File: config.mk
export PLATFORM = sky130hd
export DESIGN_NAME = seg_scan_ctrl_flat
export DESIGN_NICKNAME = d
export VERILOG_FILES = /design/src/rtl/seg_scan_ctrl_if.sv /design/src/rtl/seg_scan_ctrl.sv /design/src/flat_wrapper.sv
export SDC_FILE = /design/constraint.sdc
export NUM_CORES = 1
export LEC_CHECK = 0
export ABC_CLOCK_PERIOD_IN_PS = 4250
export CAP_MARGIN = 20
export CORE_ASPECT_RATIO = 0.8
export CORE_UTILIZATION = 56
export DETAILED_ROUTE_END_ITERATION = 8
export PLACE_DENSITY = 0.79
export SYNTH_ARGS = -nofsm -noshare
export SYNTH_HDL_FRONTEND = slang
export SYNTH_SLANG_ARGS = --single-unit
File: constraint.sdc
create_clock -name i_clk -period 4.25 [get_ports i_clk]
set_input_delay 0.425 -clock i_clk [delete_from_list [all_inputs] [get_ports i_clk]]
set_output_delay 0.425 -clock i_clk [all_outputs]
set_load 0.01 [all_outputs]
File: src/rtl/seg_scan_ctrl_if.sv
`default_nettype none
// +----------------------------------------------------------------------+
// | seg_scan_ctrl_if                                                     |
// | Producer-side bus of the 7-segment scan controller.                  |
// | Revision: 1.0                                                        |
// +----------------------------------------------------------------------+
interface seg_scan_ctrl_if #(
    parameter int DIGITS = 8
);
    logic                  i_en;
    logic                  i_load;
    logic [4*DIGITS-1:0]   i_data;
    logic [DIGITS-1:0]     i_mask;
    logic [3:0]            o_num;
    logic [DIGITS-1:0]     o_an;
    logic                  o_frame_done;
    logic                  o_pending;

    modport master (
        output i_en, i_load, i_data, i_mask,
        input  o_num, o_an, o_frame_done, o_pending
    );

    modport slave (
        input  i_en, i_load, i_data, i_mask,
        output o_num, o_an, o_frame_done, o_pending
    );
endinterface
`default_nettype wire

File: src/rtl/seg_scan_ctrl.sv
`default_nettype none
// +----------------------------------------------------------------------+
// | seg_scan_ctrl                                                        |
// | Tear-free time-multiplexed scanner for a common-anode 7-seg display. |
// | Optional leading-zero suppression: define SEG_SCAN_LZS_EN.           |
// | Revision: 1.0                                                        |
// +----------------------------------------------------------------------+
module seg_scan_ctrl #(
    parameter int DIGITS = 8,
    parameter int DIV    = 50000,
    parameter int GAP    = 2,
    parameter int CNT_W  = 16
) (
    input  logic           i_clk,
    input  logic           i_rst,
    seg_scan_ctrl_if.slave bus
);

    localparam int               IDX_W      = (DIGITS > 1) ? $clog2(DIGITS) : 1;
    localparam int               GAP_LAST_I = (GAP > 0) ? (GAP - 1) : 0;
    localparam logic [CNT_W-1:0] C_DIV_LAST = CNT_W'(DIV - 1);
    localparam logic [CNT_W-1:0] C_GAP_LAST = CNT_W'(GAP_LAST_I);
    localparam logic [IDX_W-1:0] C_IDX_LAST = IDX_W'(DIGITS - 1);
    localparam logic [DIGITS-1:0] C_AN_OFF  = '1;

    typedef enum logic [1:0] {
        ST_IDLE  = 2'd0,
        ST_DRIVE = 2'd1,
        ST_GAP   = 2'd2
    } state_t;

    state_t              r_state;
    state_t              w_state_nxt;
    logic [IDX_W-1:0]    r_idx;
    logic [IDX_W-1:0]    w_idx_nxt;
    logic [CNT_W-1:0]    r_cnt;
    logic [CNT_W-1:0]    w_cnt_nxt;
    logic                w_wrap;
    logic                w_start;
    logic                w_apply;

    logic [4*DIGITS-1:0] r_sh_data;
    logic [DIGITS-1:0]   r_sh_mask;
    logic [4*DIGITS-1:0] r_act_data;
    logic [DIGITS-1:0]   r_act_mask;
    logic                r_pend;

    logic [3:0]          r_num;
    logic [DIGITS-1:0]   r_an;
    logic                r_frame_done;
    logic [3:0]          w_num_nxt;
    logic [DIGITS-1:0]   w_an_nxt;

    logic [3:0]          w_nib [DIGITS];
    logic [DIGITS-1:0]   w_blank;

    generate
        for (genvar k = 0; k < DIGITS; k++) begin : g_nib
            assign w_nib[k] = r_act_data[4*k +: 4];
        end
    endgenerate

`ifdef SEG_SCAN_LZS_EN
    // Digit k goes dark when it and every more-significant active nibble are zero.
    logic [DIGITS-1:0] w_lz;

    generate
        for (genvar k = 0; k < DIGITS; k++) begin : g_lzs
            if (k == 0) begin : g_d0
                assign w_lz[k] = 1'b0;
            end else begin : g_dk
                assign w_lz[k] = ~|r_act_data[4*DIGITS-1:4*k];
            end
        end
    endgenerate

    assign w_blank = r_act_mask | w_lz;
`else
    assign w_blank = r_act_mask;
`endif

    always_comb begin
        w_state_nxt = r_state;
        w_idx_nxt   = r_idx;
        w_cnt_nxt   = r_cnt;
        w_wrap      = 1'b0;
        w_start     = 1'b0;
        w_num_nxt   = r_num;
        w_an_nxt    = C_AN_OFF;

        case (r_state)
            ST_IDLE: begin
                w_num_nxt = 4'd0;
                if (bus.i_en) begin
                    w_state_nxt = ST_DRIVE;
                    w_idx_nxt   = '0;
                    w_cnt_nxt   = '0;
                    w_start     = 1'b1;
                end
            end
            ST_DRIVE: begin
                w_num_nxt = w_nib[r_idx];
                if (!w_blank[r_idx]) begin
                    w_an_nxt = ~(DIGITS'(1) << r_idx);
                end
                if (!bus.i_en) begin
                    w_state_nxt = ST_IDLE;
                    w_idx_nxt   = '0;
                    w_cnt_nxt   = '0;
                end else if (r_cnt == C_DIV_LAST) begin
                    w_cnt_nxt = '0;
                    if (GAP > 0) begin
                        w_state_nxt = ST_GAP;
                    end else begin
                        w_state_nxt = ST_DRIVE;
                        w_wrap      = (r_idx == C_IDX_LAST);
                        w_idx_nxt   = w_wrap ? '0 : r_idx + IDX_W'(1);
                    end
                end else begin
                    w_cnt_nxt = r_cnt + CNT_W'(1);
                end
            end
            ST_GAP: begin
                if (!bus.i_en) begin
                    w_state_nxt = ST_IDLE;
                    w_idx_nxt   = '0;
                    w_cnt_nxt   = '0;
                end else if (r_cnt == C_GAP_LAST) begin
                    w_state_nxt = ST_DRIVE;
                    w_cnt_nxt   = '0;
                    w_wrap      = (r_idx == C_IDX_LAST);
                    w_idx_nxt   = w_wrap ? '0 : r_idx + IDX_W'(1);
                end else begin
                    w_cnt_nxt = r_cnt + CNT_W'(1);
                end
            end
            default: begin
                w_state_nxt = ST_IDLE;
                w_idx_nxt   = '0;
                w_cnt_nxt   = '0;
                w_num_nxt   = 4'd0;
            end
        endcase
    end

    always_ff @(posedge i_clk or posedge i_rst) begin
        if (i_rst) begin
            r_state <= ST_IDLE;
            r_idx   <= '0;
            r_cnt   <= '0;
        end else begin
            r_state <= w_state_nxt;
            r_idx   <= w_idx_nxt;
            r_cnt   <= w_cnt_nxt;
        end
    end

    // Active registers only change when a fresh frame begins, so a frame never mixes old and new data.
    assign w_apply = w_start | w_wrap;

    always_ff @(posedge i_clk or posedge i_rst) begin
        if (i_rst) begin
            r_sh_data  <= '0;
            r_sh_mask  <= '0;
            r_act_data <= '0;
            r_act_mask <= '0;
            r_pend     <= 1'b0;
        end else if (bus.i_load) begin
            r_sh_data <= bus.i_data;
            r_sh_mask <= bus.i_mask;
            if (w_apply) begin
                r_act_data <= bus.i_data;
                r_act_mask <= bus.i_mask;
                r_pend     <= 1'b0;
            end else begin
                r_pend     <= 1'b1;
            end
        end else if (w_apply && r_pend) begin
            r_act_data <= r_sh_data;
            r_act_mask <= r_sh_mask;
            r_pend     <= 1'b0;
        end
    end

    always_ff @(posedge i_clk or posedge i_rst) begin
        if (i_rst) begin
            r_num        <= 4'd0;
            r_an         <= C_AN_OFF;
            r_frame_done <= 1'b0;
        end else begin
            r_num        <= w_num_nxt;
            r_an         <= w_an_nxt;
            r_frame_done <= w_wrap;
        end
    end

    assign bus.o_num        = r_num;
    assign bus.o_an         = r_an;
    assign bus.o_frame_done = r_frame_done;
    assign bus.o_pending    = r_pend;

endmodule
`default_nettype wire

File: src/flat_wrapper.sv
// flat-port wrapper written by rule: the top's interface ports become plain ports
module seg_scan_ctrl_flat 
#(
    parameter int DIGITS = 8,
    parameter int DIV    = 50000,
    parameter int GAP    = 2,
    parameter int CNT_W  = 16
)
  (i_clk, i_rst, bus_i_en, bus_i_load, bus_i_data, bus_i_mask, bus_o_num, bus_o_an, bus_o_frame_done, bus_o_pending);
  seg_scan_ctrl_if #(.DIGITS(DIGITS)) bus_i ();
  input  logic i_clk;
  input  logic i_rst;
  input wire logic [$bits(bus_i.i_en)-1:0] bus_i_en;
  input wire logic [$bits(bus_i.i_load)-1:0] bus_i_load;
  input wire logic [$bits(bus_i.i_data)-1:0] bus_i_data;
  input wire logic [$bits(bus_i.i_mask)-1:0] bus_i_mask;
  output wire logic [$bits(bus_i.o_num)-1:0] bus_o_num;
  output wire logic [$bits(bus_i.o_an)-1:0] bus_o_an;
  output wire logic [$bits(bus_i.o_frame_done)-1:0] bus_o_frame_done;
  output wire logic [$bits(bus_i.o_pending)-1:0] bus_o_pending;
  assign bus_i.i_en = bus_i_en;
  assign bus_i.i_load = bus_i_load;
  assign bus_i.i_data = bus_i_data;
  assign bus_i.i_mask = bus_i_mask;
  assign bus_o_num = bus_i.o_num;
  assign bus_o_an = bus_i.o_an;
  assign bus_o_frame_done = bus_i.o_frame_done;
  assign bus_o_pending = bus_i.o_pending;
  seg_scan_ctrl #(.DIGITS(DIGITS), .DIV(DIV), .GAP(GAP), .CNT_W(CNT_W)) u_core (.i_clk(i_clk), .i_rst(i_rst), .bus(bus_i));
endmodule
==> impl_results.md, run 1 <==
- Outcome: complete, no violations
- Antenna-violating nets left: 0
- Initial antenna violation count: 0
- DRT Wirelength: 9950 um
- Max_cap viols: 0
- Int Pwr: 2.78 mW
- Area Overhead vs Synth: 22.4%
- Number of core rows: 31
- Synthesized flop and latch total: 115
- Clock Root Buffer: clkbuf_16
- Share of cells above drive strength 1: 32.2%
- Combinational share of power: 23.5%
- GP Congestion: 0.887
- Most frequent CP cell: ha_1
- Final cell area excluding filler cells: 6390 um2
- DR vias/cell: 5.61
- CP max FO: 40
- Min Tclk post-route: 2710 ps
- Pwr Density: 586 nW/um2
- Critical Path RT: 4540 ps
- Buf/Inv on CP: 0
- WHS: 292 ps
- Die W: 110 um
- IO Count: 58
- Setup tns final: 0 ps
- Final Hold Vio Count: 0
- WL/cell: 17.9 um
- Post-synth cell types: 43
- Slew Viols, Final: 0
- Critical Path Source Type: register
- Slew headroom: 27.6%
- Die ar.: 9710 um2
- Setup Buffers After CTS: 0
- Switching power: 0.960 mW
- Final number of setup-violating endpoints: 0
- First-pass GRT wire length: 16,200 um
- WS Path Type: reg2reg
- Sw Ratio: 25.7%
- Clk_lat worst skew: 420 ps
- Post-placement cell area: 5800 um2
- Vias in the first global route: 3,209
- Seq pwr share: 41.0%
- DP HPWL: 6450 um
- Initial DRC Count: 196
- Mapped Area: 5220 um2
- Final antenna diode count: 0
- Overflow after GRT: 0
- Clock Tree Buf Depth: 2
- Worst-path clk slew: 50 ps
- Slowest CP cell: dfrtp_1
- Worst-path cell chain: ha_1 > ha_1 > a32o_2 > and2_4 > mux2_4
- Critical Path Max Stage Delay: 740 ps
- DRC viols: 0
- Leak: 2.79 nW
- H-tree depth: 4
- RSZ-0062 raised after global routing: false
- TritonCTS clock tree: built
- Worst VDD drop: 0.000331 V
- Die Height: 88.3 um
- Routed vias: 3,121
- TritonRoute pass-1 iters: 5
- Synthesized net count: 418
- Pin slew with the least headroom to its limit: 1080 ps
- Initial core utilization: 57.7%
- CTS hold repair buffers: 0
- TritonCTS buffer count: 17
- Mean post-synth cell area: 14.4 um2
- PortBufs: 57
- Post-Syn Instances: 362
- Largest delay share family, worst path: flip-flops
- GRT Total Usage: 23.1%
- Register area share after synthesis: 55.3%
- Final clock skew: 10.5 ps
- Design Power: 3.74 mW
- Largest net degree at the start of global routing: 89
- Yosys warnings: 0
- CP endpoint kind: register
- Clk pwr share: 35.5%
- Post-cts sizing count: 0
- Final net count: 484
- Tcrit/Tclk final: 63.8%
- HP Class: in2async
- Core ar.: 9040 um2
- Arrival time at the worst endpoint: 3010 ps
- Peak Freq: 369 MHz
- Sink Count: 115
power groups by stage:
stage	Clock [mW]	Combinational (mW)	Sequential, mW
3_3_place_gp	0	0.844	1.52
6_report	1.33	0.877	1.53
5_1_grt	1.39	0.945	1.56
4_1_cts	1.35	0.879	1.53
2_1_floorplan	0	0.716	1.49
3_5_place_dp	0	0.869	1.53
layer usage:
layer | wire length (um) | track usage (%) | vias up
met2 | 4710 | 34.9 | 98
li1 | - | - | 1430
met5 | 0 | 0 | -
met3 | 560 | 5.96 | 17
met4 | 184 | 11.4 | 0
met1 | 4500 | 31.2 | 1576
layout by cell type, fill, tap and decap left out, drive strengths merged, types with 2 or more instances in the layout:
cell type      count
ha                12
dfrtp            107
mux2              81
nand2             25
clkdlybuf4s50     56
nand2b             2
mux4              10
and3               2
clkinv             5
mux2i              5
and2               4
nand4              3
a21oi             15
xor2               9
buf                6
nor2               9
o21ai             11
dfstp              8
and2b              2
and4               2
nand3              9
nor4b              2
o22ai              3
nor3               5
clkbuf            26
inv                8
or4                3
worst register-to-register path, delay by kind of cell, from the launching register on:
family	cells	cell delay (ps)
compound gates	1	240
fa+ha+maj	2	560
flops	1	740
mux	1	410
simple gates	1	640
stage by stage:
step | setup slack, ps | instances | utilization, %
global placement | 1610 | 523 | 64.2
global route | 1480 | 556 | 70.7
CTS | 1570 | 555 | 70.4
finish | 1540 | 556 | 70.7
floorplan | 794 | 362 | -
detailed placement | 1480 | 523 | 64.2
final cells by class:
type / instances / area (um2)
fill: 612 / 2650
sequential: 115 / 2890
clock inverter: 6 / 55.1
tap: 115 / 144
timing repair buffer: 62 / 623
clock buffer: 26 / 499
multi-input combinational: 224 / 2140
inverter: 8 / 32.5
worst paths after layout:
kind	from	endpoint	slack (ps)	cells after the start
hold reg to reg	u_core.r_sh_data[0]	u_core.r_sh_data[0]	500	1
setup reg to reg	u_core.r_idx[1]	u_core.r_act_data[11]	1540	5
setup / recovery	u_core.r_idx[1]	u_core.r_act_data[11]	1540	5
min in group i_clk	bus_i_load	u_core.bus.o_pending	390	3
hold / removal	i_rst	u_core.r_sh_data[1]	290	2
max in group asynchronous	i_rst	u_core.r_act_data[21]	3090	4
Yosys cell counts (all sizes together):
cell      n  area [um2]
clkbuf    4        15.0
o22ai     3        18.8
inv       8        30.0
o221ai    1        8.76
nor4b     2        17.5
xor2      9        78.8
xnor2     1        8.76
nor4      1        6.26
o21ai    11        55.1
and4      2        18.8
a21oi    15        75.1
mux4     10         225
nor3      5        25.0
mux2i     5        50.1
dfrtp   107        2680
nor2      9        33.8
or4       3        22.5
ha       12         150
and2      4        27.5
dfstp     8         210
nand4     3        18.8
o21ba     1        10.0
nand3     9        45.0
o21bai    1        7.51
or2       1        6.26
nor2b     1        6.26
and4b     1        10.0
nand2    25        93.8
and2b     2        17.5
nor3b     1        7.51
nand2b    2        12.5
a32o      1        11.3
and3      2        13.8
mux2     81        1060
buf      11         140
registers in the layout, summed over array words and instances, names as in the netlist:
register	flops
u_core.bus.o_an	8
u_core.bus.o_frame_done	1
u_core.bus.o_num	4
u_core.bus.o_pending	1
u_core.r_act_data	32
u_core.r_act_mask	8
u_core.r_cnt	16
u_core.r_idx	3
u_core.r_sh_data	32
u_core.r_sh_mask	8
u_core.r_state	2
logic make-up after synthesis:
family                   after synthesis  synth area share (%)
buffers and inverters                 23                  3.55
adder cells (fa/ha/maj)               12                  2.88
multiplexers                          96                  25.6
XOR/XNOR                              10                  1.68
AO/OA/AOI/OAI                         33                  3.57
flip-flops                           115                  55.3
AND/OR/NAND/NOR                       73                  7.34
Note: power is estimated with default switching activity, not from simulation.
==> run 2: changes to the inputs <==
Settings changed: ABC_CLOCK_PERIOD_IN_PS 4250 to 2300, CORE_UTILIZATION 56 to 51, PLACE_DENSITY 0.79 to 0.76.
Clock period 4.25 ns to 2.3 ns, I/O delays scaled along.
==> run 2 against run 1 <==
Worst hold slack worse by 66 ps. Critical endpoint is now u_core.r_act_data[3]. Non-clock buffer count is 15 higher. The flow now finishes with violations (setup timing). Highest routed layer unchanged. Flip-flop and latch count stayed put. Critical path depth is 1 higher. Count of clock-buffer cells in the layout is 7 lower. Clock power is 99% higher.
==> impl_results.md, run 2 (synthesis gave the netlist of run 1 again) <==
- Arrival time at the worst endpoint: 2620 ps
- DR vias/cell: 5.33
- Die ar.: 10,600 um2
- Initial core utilization: 53.2%
- GP Congestion: 0.808
- Initial antenna violation count: 0
- Leak: 2.89 nW
- Reg2Reg Setup Slack: -30 ps
- HP Class: in2reg
- CTS hold repair buffers: 0
- Final clock skew: 7.66 ps
- Layout Cells excl Fill: 592
- Sw Ratio: 25.7%
- Worst-path clk slew: 60 ps
- Clk_lat worst skew: 400 ps
- Pwr Density: 1090 nW/um2
- Die Height: 92.5 um
- Min Tclk post-route: 2330 ps
- First-pass GRT wire length: 16,500 um
- GRT Total Usage: 20.6%
- Area Overhead vs Synth: 27.8%
- # fillers: 677
- WS Path Type: reg2reg
- Number of core rows: 32
- Clk pwr share: 36.4%
- Clock Tree Buf Depth: 2
- WL met3: 362 um
- Final number of setup-violating endpoints: 23
- CP max FO: 8
- Clock Root Buffer: clkbuf_16
- Share of cells above drive strength 1: 36.0%
- Int Pwr: 5.41 mW
- Overflow after GRT: 0
- Largest net degree at the start of global routing: 116
- Most frequent cells in the layout: 107 x dfrtp_1, 56 x clkdlybuf4s50_1, 41 x mux2_2, 40 x mux2_4, 25 x nand2_1
- Area of the multi-input gates: 2160 um2
- TritonRoute pass-1 iters: 5
- DRT Wirelength: 10,300 um
- Design Power: 7.27 mW
- DR WL met2: 4940 um
- TritonCTS buffer count: 17
- Switching power: 1.87 mW
- RSZ-0062 raised after global routing: true
- Final antenna diode count: 0
- Failing checks: setup timing
- Critical Path Source Type: register
- Die W: 115 um
- Final worst slack: -32.4 ps
- DRC viols: 0
- Vias in the first global route: 3,218
- Core ar.: 9810 um2
- CP endpoint kind: register
- Outcome: finished with violations
- PortBufs: 57
- Tcrit/Tclk final: 101%
- Area occupied by registers: 2890 um2
- TritonCTS clock tree: built
- WL/cell: 17.4 um
- Antenna-violating nets left: 0
- Max layer used: met4
- Combinational share of power: 24.8%
- DP HPWL: 6440 um
- Final net count: 499
- Most common cell after layout, fill and taps aside: dfrtp_1
- Largest registers: u_core.r_act_data: 32 flops, u_core.r_sh_data: 32 flops, u_core.r_cnt: 16 flops
- Final Hold Vio Count: 0
- Slew Viols, Final: 0
- H-tree depth: 4
- Critical Path RT: 2590 ps
- Worst VDD drop: 0.000554 V
- Seq pwr share: 38.8%
- IO Count: 58
- Initial DRC Count: 160
- Pin slew with the least headroom to its limit: 591 ps
- Slew headroom: 60.2%
- Peak Freq: 429 MHz
- Sink Count: 115
- Max_cap viols: 0
- Met1 Wirelength: 4910 um
- Routed vias: 3,154
- Dpl cells: 553
-- run 2: per-stage QoR --
step	util [%]	setup TNS, ps	hold slack (ps)	instance area [um2]	setup WS (ps)
global placement	60.7	0	472	5950	94.8
floorplan	-	0	398	5220	109
CTS	66.8	0	208	6550	17.1
finish	68.0	-377	226	6670	-32.4
global route	68.0	-2290	229	6670	-83.5
detailed placement	60.7	0	487	5950	45.6
-- run 2: area by class of cell --
cell class                 instances  share of cell area [%]
tap                              136                    2.55
clock inverter                    13                    2.40
clock buffer                      19                    6.64
sequential                       115                    43.3
inverter                           8                   0.507
multi-input combinational        224                    32.3
timing repair buffer              77                    12.3
-- run 2: power by group through the flow --
stage	combinational (mW)	clock, mW	sequential (mW)
global route	1.91	2.77	2.87
floorplan	1.32	0	2.75
detailed placement	1.69	0	2.84
finish	1.80	2.65	2.83
CTS	1.72	2.67	2.82
global placement	1.64	0	2.81
-- run 2: what timing repair did --
item,CTS,global route
setup endpoints to repair,0,41
endpoints found under the hold margin,0,0
gates resized for setup,0,3
buffers inserted,0,4
-- run 2: path summary, 6_finish.rpt --
kind,depth (start not counted),endpoint,start
worst max-delay path,6,u_core.r_act_data[3],u_core.r_cnt[11]
worst min-delay path,3,u_core.bus.o_pending,bus_i_load
worst max register to register,6,u_core.r_act_data[3],u_core.r_cnt[11]
worst min register to register,1,u_core.r_sh_data[0],u_core.r_sh_data[0]
max in group asynchronous,3,u_core.r_state[0],i_rst
min in group asynchronous,3,u_core.r_act_data[7],i_rst
-- run 2: metal layers --
metal / vias to the layer above / global-route usage, %
li1: 1450 / -
met1: 1630 / 28.6
met2: 66 / 31.9
met3: 8 / 4.91
met4: 0 / 7.25
met5: - / 0
-- run 2: critical path: stages, from the launching register on --
cell and delay, ps:
dfrtp_1 400, or4_4 520, and4b_2 330, a32o_2 190, and2_4 260, clkbuf_16 210
mux2_4 300
